$ cat config.mk
export PLATFORM = sky130hd
export DESIGN_NAME = ham_encoder_tx
export DESIGN_NICKNAME = d
export VERILOG_FILES = /design/src/rtl/ham_pkg.sv /design/src/rtl/ham_skid_fifo2.sv /design/src/rtl/ham_encoder_tx.sv
export SDC_FILE = /design/constraint.sdc
export NUM_CORES = 1
export LEC_CHECK = 0
export ABC_AREA = 1
export BUFFER_PORTS_ARGS = -buffer_cell sky130_fd_sc_hd__clkbuf_2
export CAP_MARGIN = 20
export CORE_ASPECT_RATIO = 0.75
export CORE_MARGIN = 2
export CORE_UTILIZATION = 35
export CTS_BUF_LIST = sky130_fd_sc_hd__clkbuf_4 sky130_fd_sc_hd__clkbuf_8 sky130_fd_sc_hd__clkbuf_16
export DETAILED_ROUTE_END_ITERATION = 16
export SYNTH_ARGS = -nofsm -noshare
export SYNTH_HDL_FRONTEND = slang
export SYNTH_SLANG_ARGS = --single-unit
$ cat constraint.sdc
create_clock -name clk -period 1.4 [get_ports clk]
set_clock_uncertainty 0.05 [all_clocks]
set_input_delay 0 -clock clk [delete_from_list [all_inputs] [get_ports clk]]
set_output_delay 0 -clock clk [all_outputs]
set_load 0.03 [all_outputs]
$ cat src/rtl/ham_pkg.sv
// ham_pkg: Hamming(7,4) widths, types and encode helpers shared by encoder, decoder and benches.
package ham_pkg;
  localparam int HAM_K = 4;
  localparam int HAM_N = 7;
  typedef logic [HAM_K-1:0] ham_data_t;
  typedef logic [HAM_N-1:0] ham_code_t;
  // Bit index = Hamming position - 1; parity at positions 1, 2 and 4.
  function automatic ham_code_t ham_encode(ham_data_t d);
    return {d[3], d[2], d[1], d[1] ^ d[2] ^ d[3], d[0], d[0] ^ d[2] ^ d[3], d[0] ^ d[1] ^ d[3]};
  endfunction
  function automatic ham_code_t ham_inj_mask(logic [2:0] pos);
    ham_code_t m;
    m = '0;
    for (int k = 0; k < HAM_N; k++) m[k] = (pos == 3'(k + 1));
    return m;
  endfunction
endpackage

$ cat src/rtl/ham_skid_fifo2.sv
// ham_skid_fifo2: 2-entry valid/ready queue (head + skid), all outputs from registered state.
module ham_skid_fifo2 #(
  parameter int W = 7
) (
  input  logic         clk,
  input  logic         rst_n,
  input  logic         in_valid,
  output logic         in_ready,
  input  logic [W-1:0] in_data,
  output logic         out_valid,
  input  logic         out_ready,
  output logic [W-1:0] out_data
);
  logic [1:0]   occ_q, occ_d;
  logic [W-1:0] head_q, head_d, skid_q, skid_d;
  logic         rdy_q;
  logic         push, pop;
  assign in_ready  = rdy_q & (occ_q != 2'd2);
  assign out_valid = occ_q != 2'd0;
  assign out_data  = head_q;
  assign push      = in_valid & in_ready;
  assign pop       = out_valid & out_ready;
  // Head is only ever written from a handshaked input or the skid entry.
  always_comb begin
    head_d = head_q;
    skid_d = skid_q;
    occ_d  = occ_q;
    if (occ_q == 2'd2) begin
      head_d = pop ? skid_q : head_q;
      occ_d  = pop ? 2'd1 : 2'd2;
    end else if (push && (occ_q == 2'd0 || pop)) begin
      head_d = in_data;
      occ_d  = 2'd1;
    end else if (push) begin
      skid_d = in_data;
      occ_d  = 2'd2;
    end else if (pop) begin
      occ_d  = 2'd0;
    end
  end
  // rdy_q keeps in_ready low through reset and rises on the first edge after release.
  always_ff @(posedge clk or negedge rst_n) begin
    if (!rst_n) begin
      occ_q  <= 2'd0;
      head_q <= '0;
      skid_q <= '0;
      rdy_q  <= 1'b0;
    end else begin
      occ_q  <= occ_d;
      head_q <= head_d;
      skid_q <= skid_d;
      rdy_q  <= 1'b1;
    end
  end
endmodule

$ cat src/rtl/ham_encoder_tx.sv
// ham_encoder_tx: streaming Hamming(7,4) encoder with error injection, 2-entry output queue
// and a wrapping accepted-codeword counter with sticky overflow flag.
module ham_encoder_tx
  import ham_pkg::*;
#(
  parameter bit ENABLE_INJ = 1'b1,
  parameter int CNT_W      = 16
) (
  input  logic             clk,
  input  logic             rst_n,
  input  logic             in_valid,
  output logic             in_ready,
  input  logic [3:0]       in_data,
  input  logic [2:0]       in_inj_pos,
  output logic             out_valid,
  input  logic             out_ready,
  output logic [6:0]       out_code,
  output logic [CNT_W-1:0] cw_count,
  output logic             overflow_seen
);
  ham_code_t        code_d;
  logic [CNT_W-1:0] cnt_q, cnt_d;
  logic             ovf_q, ovf_d;
  logic             pop;
  assign code_d = ham_encode(in_data) ^ (ENABLE_INJ ? ham_inj_mask(in_inj_pos) : '0);
  ham_skid_fifo2 #(.W(HAM_N)) u_fifo (
    .clk       (clk),
    .rst_n     (rst_n),
    .in_valid  (in_valid),
    .in_ready  (in_ready),
    .in_data   (code_d),
    .out_valid (out_valid),
    .out_ready (out_ready),
    .out_data  (out_code)
  );
  assign pop = out_valid & out_ready;
  always_comb begin
    cnt_d = cnt_q + CNT_W'(pop);
    ovf_d = ovf_q | (pop & (&cnt_q));
  end
  always_ff @(posedge clk or negedge rst_n) begin
    if (!rst_n) begin
      cnt_q <= '0;
      ovf_q <= 1'b0;
    end else begin
      cnt_q <= cnt_d;
      ovf_q <= ovf_d;
    end
  end
  assign cw_count      = cnt_q;
  assign overflow_seen = ovf_q;
endmodule

==> Word-level counts from Yosys, hierarchy flattened <==
Index checks and enable logic that the tools add are counted.
{ "classes": {"n_addsub": 1, "eq_ne": 10, "mux": 8, "bitwise": 14, "n_reduce_logical": 9} }
{ "ops": {"columns": ["operator", "n"], "rows": [
  ["$mux 7", 3],
  ["$add 16x1->16", 1],
  ["$reduce_and 16->1", 1],
  ["$eq 3x3->1 const B", 4],
  ["$mux 2", 5],
  ["$xor 7x7->7", 1],
  ["$eq 3x2->1 const B", 2],
  ["$xor 1x1->1", 6],
  ["$and 1x1->1", 4],
  ["$ne 2x2->1 const B", 2],
  ["$reduce_bool 2->1", 2],
  ["$reduce_bool 4->1", 1],
  ["$eq 3x1->1 const B", 1],
  ["$reduce_and 3->1", 1],
  ["$eq 2x2->1 const B", 1],
  ["$logic_not 2->1", 1],
  ["$not 1->1", 2],
  ["$reduce_and 2->1", 1],
  ["$logic_and 1x1->1", 1],
  ["$logic_or 1x1->1", 1],
  ["$or 1x1->1", 1]
]} }
{ "word_totals": {"regBits": 34, "in_bits": 11, "wordCells": 48} }

==> Logic depth before layout (Yosys ltp) <==
Gate-level depths: netlist of the first run.
{ "depth": {"ltp_word": 6, "depth_mapped": 9, "depth_no_buf": 8} }

==> Modules after synthesis <==
Synthesis of the first run repeated with hierarchy kept, for this count alone.
{ "hier_totals": {"hier_cells": 239, "area_unflattened_um2": 1935.6} }
{ "modules_own_cells": {"columns": ["mod", "n_inst", "cells_per_inst", "area_per_inst_um2"], "rows": [
  ["ham_encoder_tx", 1, 141, 1084.8],
  ["ham_skid_fifo2", 1, 98, 850.8]
]} }

==> Least setup slack after synthesis of the first run <==
Ideal clock, no wire load.
{ "synth_path": {"kind": "register to register", "from": "reg cnt_q[0], in the netlist cw_count[0]", "to": "reg cnt_q[10], in the netlist cw_count[10]", "setup_ns": 0.080, "arrival_ns": 1.478, "t_required_ns": 1.270, "setup_slack_ns": -0.208, "path_stages_with_launch": 9, "path_buffers": 0, "period_less_slack_ns": 1.608, "cell_sequence": "dfrtp_1 > inv_1 > nor2_1 > ha_1 > nand3_1 > inv_1 > nand2_1 > nor2_1 > xor2_1"} }
{ "synth_between": {"elab_chain_cells": 1} }
{ "synth_rtl": {"columns": ["element", "line_no", "text"], "rows": [
  ["from (decl)", "ham_encoder_tx.sv:22", "logic [CNT_W-1:0] cnt_q, cnt_d;"],
  ["from (signal assigned)", "ham_encoder_tx.sv:46", "cnt_q <= cnt_d;"],
  ["$add 16x1->16", "ham_encoder_tx.sv:38", "cnt_d = cnt_q + CNT_W'(pop);"],
  ["via cnt_d[10]", "ham_encoder_tx.sv:22", null]
]} }
The timed path passes the listed nets, and every way through them passes these cells.
A chain may end at the register's enable or synchronous reset.

==> Final worst setup path of the first run <==
{ "layout_path": {"from": "reg u_fifo.occ_q[0]", "to": "reg cnt_q[10], in the netlist cw_count[10]"} }
{ "layout_between": {"elab_chain_cells": 3} }
{ "layout_rtl": {"columns": ["element", "line_no", "text"], "rows": [
  ["from (decl)", "ham_skid_fifo2.sv:14", "logic [1:0] occ_q, occ_d;"],
  ["from (signal assigned)", "ham_skid_fifo2.sv:44", "occ_q <= 2'd0;"],
  ["from (signal assigned)", "ham_skid_fifo2.sv:49", "occ_q <= occ_d;"],
  ["$reduce_bool 2->1", "ham_skid_fifo2.sv:19", "assign out_valid = occ_q != 2'd0;"],
  ["$and 1x1->1", "ham_encoder_tx.sv:36", "assign pop = out_valid & out_ready;"],
  ["$add 16x1->16", "ham_encoder_tx.sv:38", null],
  ["via cnt_d[10]", "ham_encoder_tx.sv:22", null]
]} }
The timed path passes the listed nets, and every way through them passes these cells.

==> impl_metrics.sql, run 1 <==
INSERT INTO impl_metrics (metric_group, metric, value, unit) VALUES
('critical_path', 'critical_path_cell_list', 'o21ai_2 > nor2_2 > ha_2 > nand3_4 > inv_4 > nand2_4 > nor2_4 > xor2_1', ''),
('global_route', 'grt_first_pass_wirelength', '6950', 'microns'),
('layout', 'design_area', '2460', 'sq um'),
('critical_path', 'path_delay_family', 'simple AND/OR/NAND/NOR gates', ''),
('layout', 'fillCellCount', '486', ''),
('route', 'initialDrtViolationCount', '112', ''),
('critical_path', 'worst_r2r_path_depth', '8', ''),
('layout', 'layout-drive-gt1-share', '30.8', '%'),
('floorplanning', 'num_rows', '22', ''),
('clock_tree', 'clkSlewWorstSetupHoldPaths', '0.07', 'ns'),
('sta', 'share_of_the_cycle_needed_by_the_critical_path_after_routing', '104', '%'),
('global_route', 'globalRouteOverflowTotal', '0', ''),
('critical_path', 'slowest_stage', 'sky130_fd_sc_hd__dfrtp_1', ''),
('sta', 'whs', '-0.0301', 'ns'),
('sta', 'fin_crit', '1.45', 'ns'),
('place', 'place.gp.congestion', '0.848', ''),
('critical_path', 'criticalPathCategory', 'flip-flop to flip-flop', ''),
('clock_tree', 'ctsLongestPathBuffers', '2', ''),
('floorplanning', 'die_h', '66.7', 'microns'),
('place', 'place.detailed.instances', '347', ''),
('floorplanning', 'top_level_ports', '37', ''),
('yosys', 'syn_area_per_cell', '7.60', 'sq um'),
('clock_tree', 'tritoncts.num_buffers', '5', ''),
('layout', 'antenna_cells_inserted', '0', ''),
('route', 'detail_route.vias_per_cell', '4.59', ''),
('yosys', 'ys_warn_count', '0', ''),
('route', 'via_count', '1660', ''),
('clock_tree', 'clock_insertion_delay_worst_skew', '0.28', 'ns'),
('floorplanning', 'chipWidth', '87.5', 'microns'),
('route', 'detailedRoute.firstPassIterationCount', '4', ''),
('sta', 'setup_slack', '-0.0505', 'ns'),
('critical_path', 'start_kind', 'flip-flop', ''),
('critical_path', 'crit_path_max_incr_delay', '0.37', 'ns'),
('global_route', 'via_count_of_the_first_global_routing_pass', '1510', ''),
('critical_path', 'crit_arrival', '1.60', 'ns'),
('yosys', 'ys_seq_elements', '34', ''),
('place', 'placed_area', '2170', 'sq um'),
('sta', 'rsz0062_at_grt', 'yes', ''),
('layout', 'synthToLayoutAreaGrowth', '34.6', '%'),
('yosys', 'synthMostInstantiatedCell', 'sky130_fd_sc_hd__nand2_1', ''),
('status', 'violated_checks', 'negative hold slack, negative setup slack', ''),
('sta', 'timing_max_transition_violations_final', '0', ''),
('route', 'finalWirelength', '4130', 'microns'),
('power_and_ir_drop', 'power', '3.47', 'mW'),
('clock_tree', 'clock_sinks', '34', ''),
('min_path', 'min_from', 'out_ready', ''),
('status', 'status', 'finished with violations', ''),
('min_path', 'hold-path-endpoint', 'overflow_seen$_DFF_PN0_', ''),
('clock_tree', 'cts.root.buffer_cell', 'sky130_fd_sc_hd__clkbuf_8', ''),
('place', 'dp_hpwl', '2930', 'microns'),
('route', 'drt-wirelength-per-cell', '11.4', 'microns'),
('place', 'placement.io_buffers', '36', ''),
('yosys', 'netlist_instances', '241', ''),
('sta', 'setup_viol_count_final', '3', ''),
('yosys', 'synth_enable_flop_cells', '0', ''),
('yosys', 'async_reset_ff_share', '100', '%'),
('place', 'dp_worst_setup_slack', '-0.0848', 'ns'),
('yosys', 'synth.area.top_cells', 'sky130_fd_sc_hd__dfrtp_1 46%, sky130_fd_sc_hd__nand2_1 16%, sky130_fd_sc_hd__nand3_1 8.2%, sky130_fd_sc_hd__inv_1 5.9%, sky130_fd_sc_hd__xor2_1 5.7%', ''),
('yosys', 'synth_top_cell_area_share', '46.4', '%'),
('sta', 'timing.final.hold_violations', '1', ''),
('power_and_ir_drop', 'power.ir.vdd_worst', '0.810', 'mV'),
('yosys', 'syn-cell-area', '1830', 'sq um'),
('route', 'ant_nets', '0', ''),
('sta', 'setup_total_negative_slack', '-0.0938', 'ns'),
('global_route', 'grt_max_degree', '35', ''),
('critical_path', 'critical_path_required', '1.55', 'ns'),
('yosys', 'netlist_top_cells_count', '78 x sky130_fd_sc_hd__nand2_1, 34 x sky130_fd_sc_hd__dfrtp_1, 30 x sky130_fd_sc_hd__nand3_1', ''),
('yosys', 'ys_seq_area_share', '46.4', '%'),
('route', 'remaining_drc_errors', '0', ''),
('power_and_ir_drop', 'leakagePower', '1.35', 'nW'),
('clock_tree', 'cts_hold_repair.buffers', '2', '');
registers in the layout, summed over array words and instances (netlist names):
register	count
cw_count	16
u_fifo.out_data	7
u_fifo.skid_q	7
u_fifo.occ_q	2
u_fifo.rdy_q	1
overflow_seen	1
metal layers:
layer / wire length [microns] / GRT usage (%) / up-vias
met3: 178 / 5.08 / 4
met5: 0 / 0 / -
li1: - / - / 881
met4: 39 / 4.23 / 0
met1: 2220 / 23.2 / 746
met2: 1690 / 21.6 / 29
report_power, final:
| part | leakage, nW | internal, mW | switching [mW] |
|---|---|---|---|
| registers | 0.420 | 1.25 | 0.230 |
| logic | 0.880 | 0.416 | 0.810 |
| clock network | 0.0517 | 0.416 | 0.342 |
final cells by class:
cell class                 instances  area [sq um]  area share, %
clock buffer                       7          90.1           3.65
timing repair buffer              54           350           14.2
multi-input combinational        176           970           39.3
tap                               60          75.1           3.05
inverter                          30           123           4.97
clock inverter                     1          5.00          0.203
sequential                        34           852           34.6
worst max path at each step:
stage                                      from  cells after the start                      to  slack (ns)
finish              u_fifo.occ_q[0]$_DFFE_PN0P_                      8  cw_count[10]$_DFF_PN0_       -0.05
global route        u_fifo.occ_q[1]$_DFFE_PN0P_                      7  cw_count[14]$_DFF_PN0_       -0.15
CTS                 u_fifo.occ_q[0]$_DFFE_PN0P_                      8  cw_count[10]$_DFF_PN0_       -0.04
detailed placement  u_fifo.occ_q[0]$_DFFE_PN0P_                      8  cw_count[10]$_DFF_PN0_       -0.08
global placement    u_fifo.occ_q[0]$_DFFE_PN0P_                      7  cw_count[14]$_DFF_PN0_       -0.07
floorplan                 cw_count[0]$_DFF_PN0_                      7  cw_count[14]$_DFF_PN0_       -0.08
worst reg2reg max path: cells and delay by family (launching register included):
kind                       cells  cell delay (ns)
and+or+nand+nor                4             0.42
AOI/OAI and AO/OA              1             0.08
DFF                            1             0.37
adders and majority gates      1             0.21
buffers and inverters          1             0.10
xor gates and xnor gates       1             0.14
layout by cell type, fill, tap and decap left out, types with 2 or more instances in the layout:
cell,n
sky130_fd_sc_hd__buf_4,13
sky130_fd_sc_hd__inv_1,26
sky130_fd_sc_hd__clkbuf_2,35
sky130_fd_sc_hd__inv_4,2
sky130_fd_sc_hd__nand3_1,29
sky130_fd_sc_hd__nor3_1,3
sky130_fd_sc_hd__dfrtp_1,33
sky130_fd_sc_hd__nand2_1,75
sky130_fd_sc_hd__clkbuf_8,6
sky130_fd_sc_hd__xnor2_1,4
sky130_fd_sc_hd__o21ai_1,3
sky130_fd_sc_hd__nand3_4,2
sky130_fd_sc_hd__xor2_1,12
sky130_fd_sc_hd__nor2_4,6
sky130_fd_sc_hd__nand4_1,3
sky130_fd_sc_hd__nand2_4,4
sky130_fd_sc_hd__buf_6,2
sky130_fd_sc_hd__nor2_2,9
sky130_fd_sc_hd__nand2_2,2
sky130_fd_sc_hd__dlygate4sd3_1,2
sky130_fd_sc_hd__nor2_1,14
timing repair:
action	4_1_cts	5_1_grt
endpoints found under the hold margin	35	1
setup endpoints to repair	10	22
gates cloned	0	1
setup buffers	3	1
resized for setup	8	36
pin swaps	4	11
kinds of logic (layout without fill, tap and decap cells):
kind of cell | after synthesis | after routing | synth area share (%)
compound gates | 8 | 8 | 2.32
other cells | 1 | 1 | 0.205
flops | 34 | 34 | 46.4
xor+xnor | 16 | 16 | 7.65
simple gates | 148 | 149 | 35.0
fa+ha+maj | 2 | 2 | 1.37
buf+inv | 32 | 92 | 6.97
Power figures use the tool's default switching activity.
==> run 2: changes to the inputs <==
--- a/config.mk
+++ b/config.mk
@@ -5,13 +5,13 @@
 export SDC_FILE = /design/constraint.sdc
 export NUM_CORES = 1
 export LEC_CHECK = 0
-export ABC_AREA = 1
 export BUFFER_PORTS_ARGS = -buffer_cell sky130_fd_sc_hd__clkbuf_2
 export CAP_MARGIN = 20
 export CORE_ASPECT_RATIO = 0.75
 export CORE_MARGIN = 2
 export CORE_UTILIZATION = 35
 export CTS_BUF_LIST = sky130_fd_sc_hd__clkbuf_4 sky130_fd_sc_hd__clkbuf_8 sky130_fd_sc_hd__clkbuf_16
+export CTS_CLUSTER_SIZE = 20
 export DETAILED_ROUTE_END_ITERATION = 16
 export SYNTH_ARGS = -nofsm -noshare
 export SYNTH_HDL_FRONTEND = slang
==> constraint.sdc (replaced) <==
create_clock -name clk -period 1.68 [get_ports clk]
set_clock_uncertainty 0.05 [all_clocks]
set_input_delay 0 -clock clk [delete_from_list [all_inputs] [get_ports clk]]
set_output_delay 0 -clock clk [all_outputs]
set_load 0.03 [all_outputs]
==> run 2 against run 1 <==
  * The run now ends clean
  * Critical path type unchanged
  * Via count is 28% lower
  * Largest power group unchanged
  * Final cell count is 33% lower
  * Synthesized cell count is 41% lower
  * Core utilization is 3.5 points lower
  * Die area is 9.8% lower
  * Critical endpoint is now u_fifo.out_data[4]$_DFFE_PN0P_
==> impl_metrics.sql, run 2 <==
INSERT INTO impl_metrics (metric_group, metric, value, unit) VALUES
('yosys', 'postSynthNetCount', '156', ''),
('place', 'dp_hpwl', '2550', 'microns'),
('yosys', 'ys_seq_elements', '34', ''),
('critical_path', 'criticalPathCategory', 'flip-flop to flip-flop', ''),
('layout', 'num-nets-final', '199', ''),
('sta', 'whs', '0.0411', 'ns'),
('yosys', 'synth_enable_flop_cells', '0', ''),
('floorplanning', 'initial_core_utilization', '36.5', '%'),
('sta', 'timing.final.hold_violations', '0', ''),
('sta', 'maxClockFrequency', '637', 'MHz'),
('critical_path', 'crit_arrival', '1.69', 'ns'),
('route', 'detailedRoute.firstPassIterationCount', '4', ''),
('critical_path', 'critical_path_required', '1.80', 'ns'),
('global_route', 'grt_usage', '14.2', '%'),
('layout', 'final_core_util', '46.3', '%'),
('power_and_ir_drop', 'power_density', '1400', 'nW/um^2'),
('floorplanning', 'chipWidth', '83.1', 'microns'),
('sta', 'setup_viol_count_final', '0', ''),
('route', 'initialDrtViolationCount', '61', ''),
('critical_path', 'crit_fanout', '8', ''),
('route', 'finalWirelength', '3310', 'microns'),
('yosys', 'synthMostInstantiatedCell', 'sky130_fd_sc_hd__dfrtp_1', ''),
('floorplanning', 'die_h', '63.3', 'microns'),
('critical_path', 'worstSetupEndpointType', 'flip-flop', ''),
('min_path', 'path_category_of_the_worst_min_delay_check', 'primary input to flip-flop', ''),
('layout', 'final_cell_mix', '36 x sky130_fd_sc_hd__clkbuf_2, 34 x sky130_fd_sc_hd__dfrtp_1, 11 x sky130_fd_sc_hd__xnor2_1, 11 x sky130_fd_sc_hd__mux2_2', ''),
('critical_path', 'start_kind', 'flip-flop', ''),
('layout', 'antenna_cells_inserted', '0', ''),
('layout', 'mostFrequentLayoutCell', 'sky130_fd_sc_hd__clkbuf_2', ''),
('global_route', 'globalRouteOverflowTotal', '0', ''),
('floorplanning', 'core', '4490', 'sq um'),
('sta', 'setup_total_negative_slack', '0', 'ns'),
('yosys', 'ys_warn_count', '0', ''),
('layout', 'largest_register_ffs', '16', ''),
('place', 'placement.io_buffers', '36', ''),
('yosys', 'async_reset_ff_share', '100', '%'),
('critical_path', 'critical_path_cell_list', 'or2b_4 > nand2_1 > a2bb2oi_4 > mux2_2', ''),
('yosys', 'netlist_top_cells_count', '34 x sky130_fd_sc_hd__dfrtp_1, 11 x sky130_fd_sc_hd__mux2_2, 11 x sky130_fd_sc_hd__xnor2_1', ''),
('yosys', 'syn_area_per_cell', '11.5', 'sq um'),
('yosys', 'synth_top_cell_area_share', '51.8', '%'),
('floorplanning', 'top_level_ports', '37', ''),
('route', 'via_count', '1190', ''),
('floorplanning', 'num_rows', '21', ''),
('yosys', 'ys_seq_area_share', '51.8', '%'),
('yosys', 'netlist_instances', '143', ''),
('clock_tree', 'clock_insertion_delay_worst_skew', '0.29', 'ns'),
('sta', 'worst_slew_slack_as_a_fraction_of_its_limit', '45.0', '%'),
('power_and_ir_drop', 'power', '2.91', 'mW'),
('yosys', 'synthDominantAreaCellType', 'sky130_fd_sc_hd__dfrtp_1', ''),
('clock_tree', 'postCtsSetupRepairBufs', '0', ''),
('route', 'drt-wirelength-per-cell', '13.6', 'microns'),
('clock_tree', 'htreeDepth', '2', ''),
('global_route', 'grt_antenna_before_repair', '0', ''),
('layout', 'fillCellCount', '406', ''),
('clock_tree', 'clkSlewWorstSetupHoldPaths', '0.07', 'ns'),
('critical_path', 'slowest_stage', 'sky130_fd_sc_hd__dfrtp_1', ''),
('clock_tree', 'cts_tree', 'built', ''),
('route', 'ant_nets', '0', ''),
('place', 'place.gp.congestion', '0.789', ''),
('sta', 'timing_max_transition_violations_final', '0', ''),
('global_route', 'via_count_of_the_first_global_routing_pass', '1214', ''),
('global_route', 'grt_max_degree', '35', ''),
('sta', 'fin_crit', '1.57', 'ns'),
('yosys', 'synth.area.top_cells', 'sky130_fd_sc_hd__dfrtp_1 52%, sky130_fd_sc_hd__mux2_2 7.5%, sky130_fd_sc_hd__xnor2_1 5.9%, sky130_fd_sc_hd__xor2_1 5.3%, sky130_fd_sc_hd__xnor3_1 4.1%', ''),
('yosys', 'library_cells_used_by_synthesis', '27', ''),
('layout', 'layout-drive-gt1-share', '33.2', '%'),
('sta', 'share_of_the_cycle_needed_by_the_critical_path_after_routing', '93.5', '%'),
('power_and_ir_drop', 'leakagePower', '1.02', 'nW'),
('power_and_ir_drop', 'power.ir.vdd_worst', '0.777', 'mV'),
('clock_tree', 'clock_sinks', '34', ''),
('sta', 'rsz0062_at_grt', 'no', ''),
('route', 'detail_route.vias_per_cell', '4.88', ''),
('clock_tree', 'tritoncts.num_buffers', '5', ''),
('yosys', 'synth_top_flop_cell', 'sky130_fd_sc_hd__dfrtp_1', ''),
('clock_tree', 'ctsLongestPathBuffers', '2', ''),
('status', 'status', 'complete, no violations', ''),
('flow_run', 'maxCapViolCount', '0', ''),
('global_route', 'grt_first_pass_wirelength', '5750', 'microns'),
('yosys', 'syn-cell-area', '1640', 'sq um'),
('clock_tree', 'cts.root.buffer_cell', 'sky130_fd_sc_hd__clkbuf_8', ''),
('route', 'remaining_drc_errors', '0', ''),
('floorplanning', 'dieArea', '5260', 'sq um'),
('sta', 'worst_pin_slew', '0.825', 'ns'),
('critical_path', 'crit_path_max_incr_delay', '0.40', 'ns'),
('layout', 'synthToLayoutAreaGrowth', '26.6', '%');
[run 2: cell types whose count changed in the layout (fill, tap and decap cells not counted), moves of 5 or more]
cell                      before  now
sky130_fd_sc_hd__nor2_2        9    1
sky130_fd_sc_hd__nand3_1      29    7
sky130_fd_sc_hd__nand2_1      75   10
sky130_fd_sc_hd__mux2_2        0   11
sky130_fd_sc_hd__o21ai_0       1    6
sky130_fd_sc_hd__xnor2_1       4   11
sky130_fd_sc_hd__inv_1        26    2
sky130_fd_sc_hd__nor2_1       14    9
sky130_fd_sc_hd__buf_4        13    2
sky130_fd_sc_hd__nor2_4        6    0
[run 2: logic make-up (layout without fill, tap and decap cells)]
family          after synthesis  count (layout)  share of synthesized area, %
flops                        34              34                          51.8
fa+ha+maj                     2               2                          1.52
buf+inv                       6              50                          1.45
simple gates                 51              51                          16.6
other cells                   1               1                         0.228
xor+xnor                     24              24                          15.3
mux                          11              11                          7.55
compound gates               14              14                          5.49
[run 2: final timing paths]
| kind | start | end | slack (ns) | cells after the start |
|---|---|---|---|---|
| max | u_fifo.occ_q[1]$_DFFE_PN0P_ | u_fifo.out_data[4]$_DFFE_PN0P_ | 0.11 | 4 |
| min | in_data[2] | u_fifo.skid_q[5]$_DFFE_PN0P_ | 0.04 | 3 |
| max reg2reg | u_fifo.occ_q[1]$_DFFE_PN0P_ | u_fifo.out_data[4]$_DFFE_PN0P_ | 0.11 | 4 |
| min reg2reg | overflow_seen$_DFF_PN0_ | overflow_seen$_DFF_PN0_ | 0.42 | 1 |
| max in group asynchronous | rst_n | cw_count[8]$_DFF_PN0_ | 0.77 | 2 |
| min in group asynchronous | rst_n | u_fifo.skid_q[1]$_DFFE_PN0P_ | 0.29 | 2 |
[run 2: per-stage QoR]
step	instances	instance area [sq um]	setup slack, ns
after global routing	244	2080	0.0217
after CTS	244	2070	0.0877
after floorplan	143	1640	0.127
after detailed placement	234	1890	0.00780
after global placement	234	1890	0.101
final	244	2080	0.109
[run 2: timing repair]
action	4_1_cts	5_1_grt
hold endpoints to repair	35	0
gates resized for setup	1	3
hold buffers	2	0
setup endpoints to repair	1	1
[run 2: cell type report]
type	instances	area (sq um)	share of cell area [%]
flip-flops and latches	34	851	40.9
multi-input cells	103	791	38.0
repair buffers	40	215	10.4
clock buffers	6	82.6	3.97
well taps	57	71.3	3.43
clock inverters	2	60.1	2.89
inverters	2	7.51	0.361
[run 2: report_power, final]
group / internal, mW / switching (mW)
Clock: 0.633 / 0.296
Sequential: 1.02 / 0.172
Combinational: 0.298 / 0.497
Total: 1.95 / 0.966
[run 2: critical path: cells and delay by family (launching register included)]
kind	cells	cell delay, ns
simple gates	2	0.34
flops	1	0.40
compound gates	1	0.28
mux	1	0.37
[run 2: layer usage]
layer / GRT usage (%) / wire [microns]
met1: 17.7 / 1550
met2: 21.4 / 1550
met3: 6.16 / 152
met4: 6.76 / 57
met5: 0 / 0
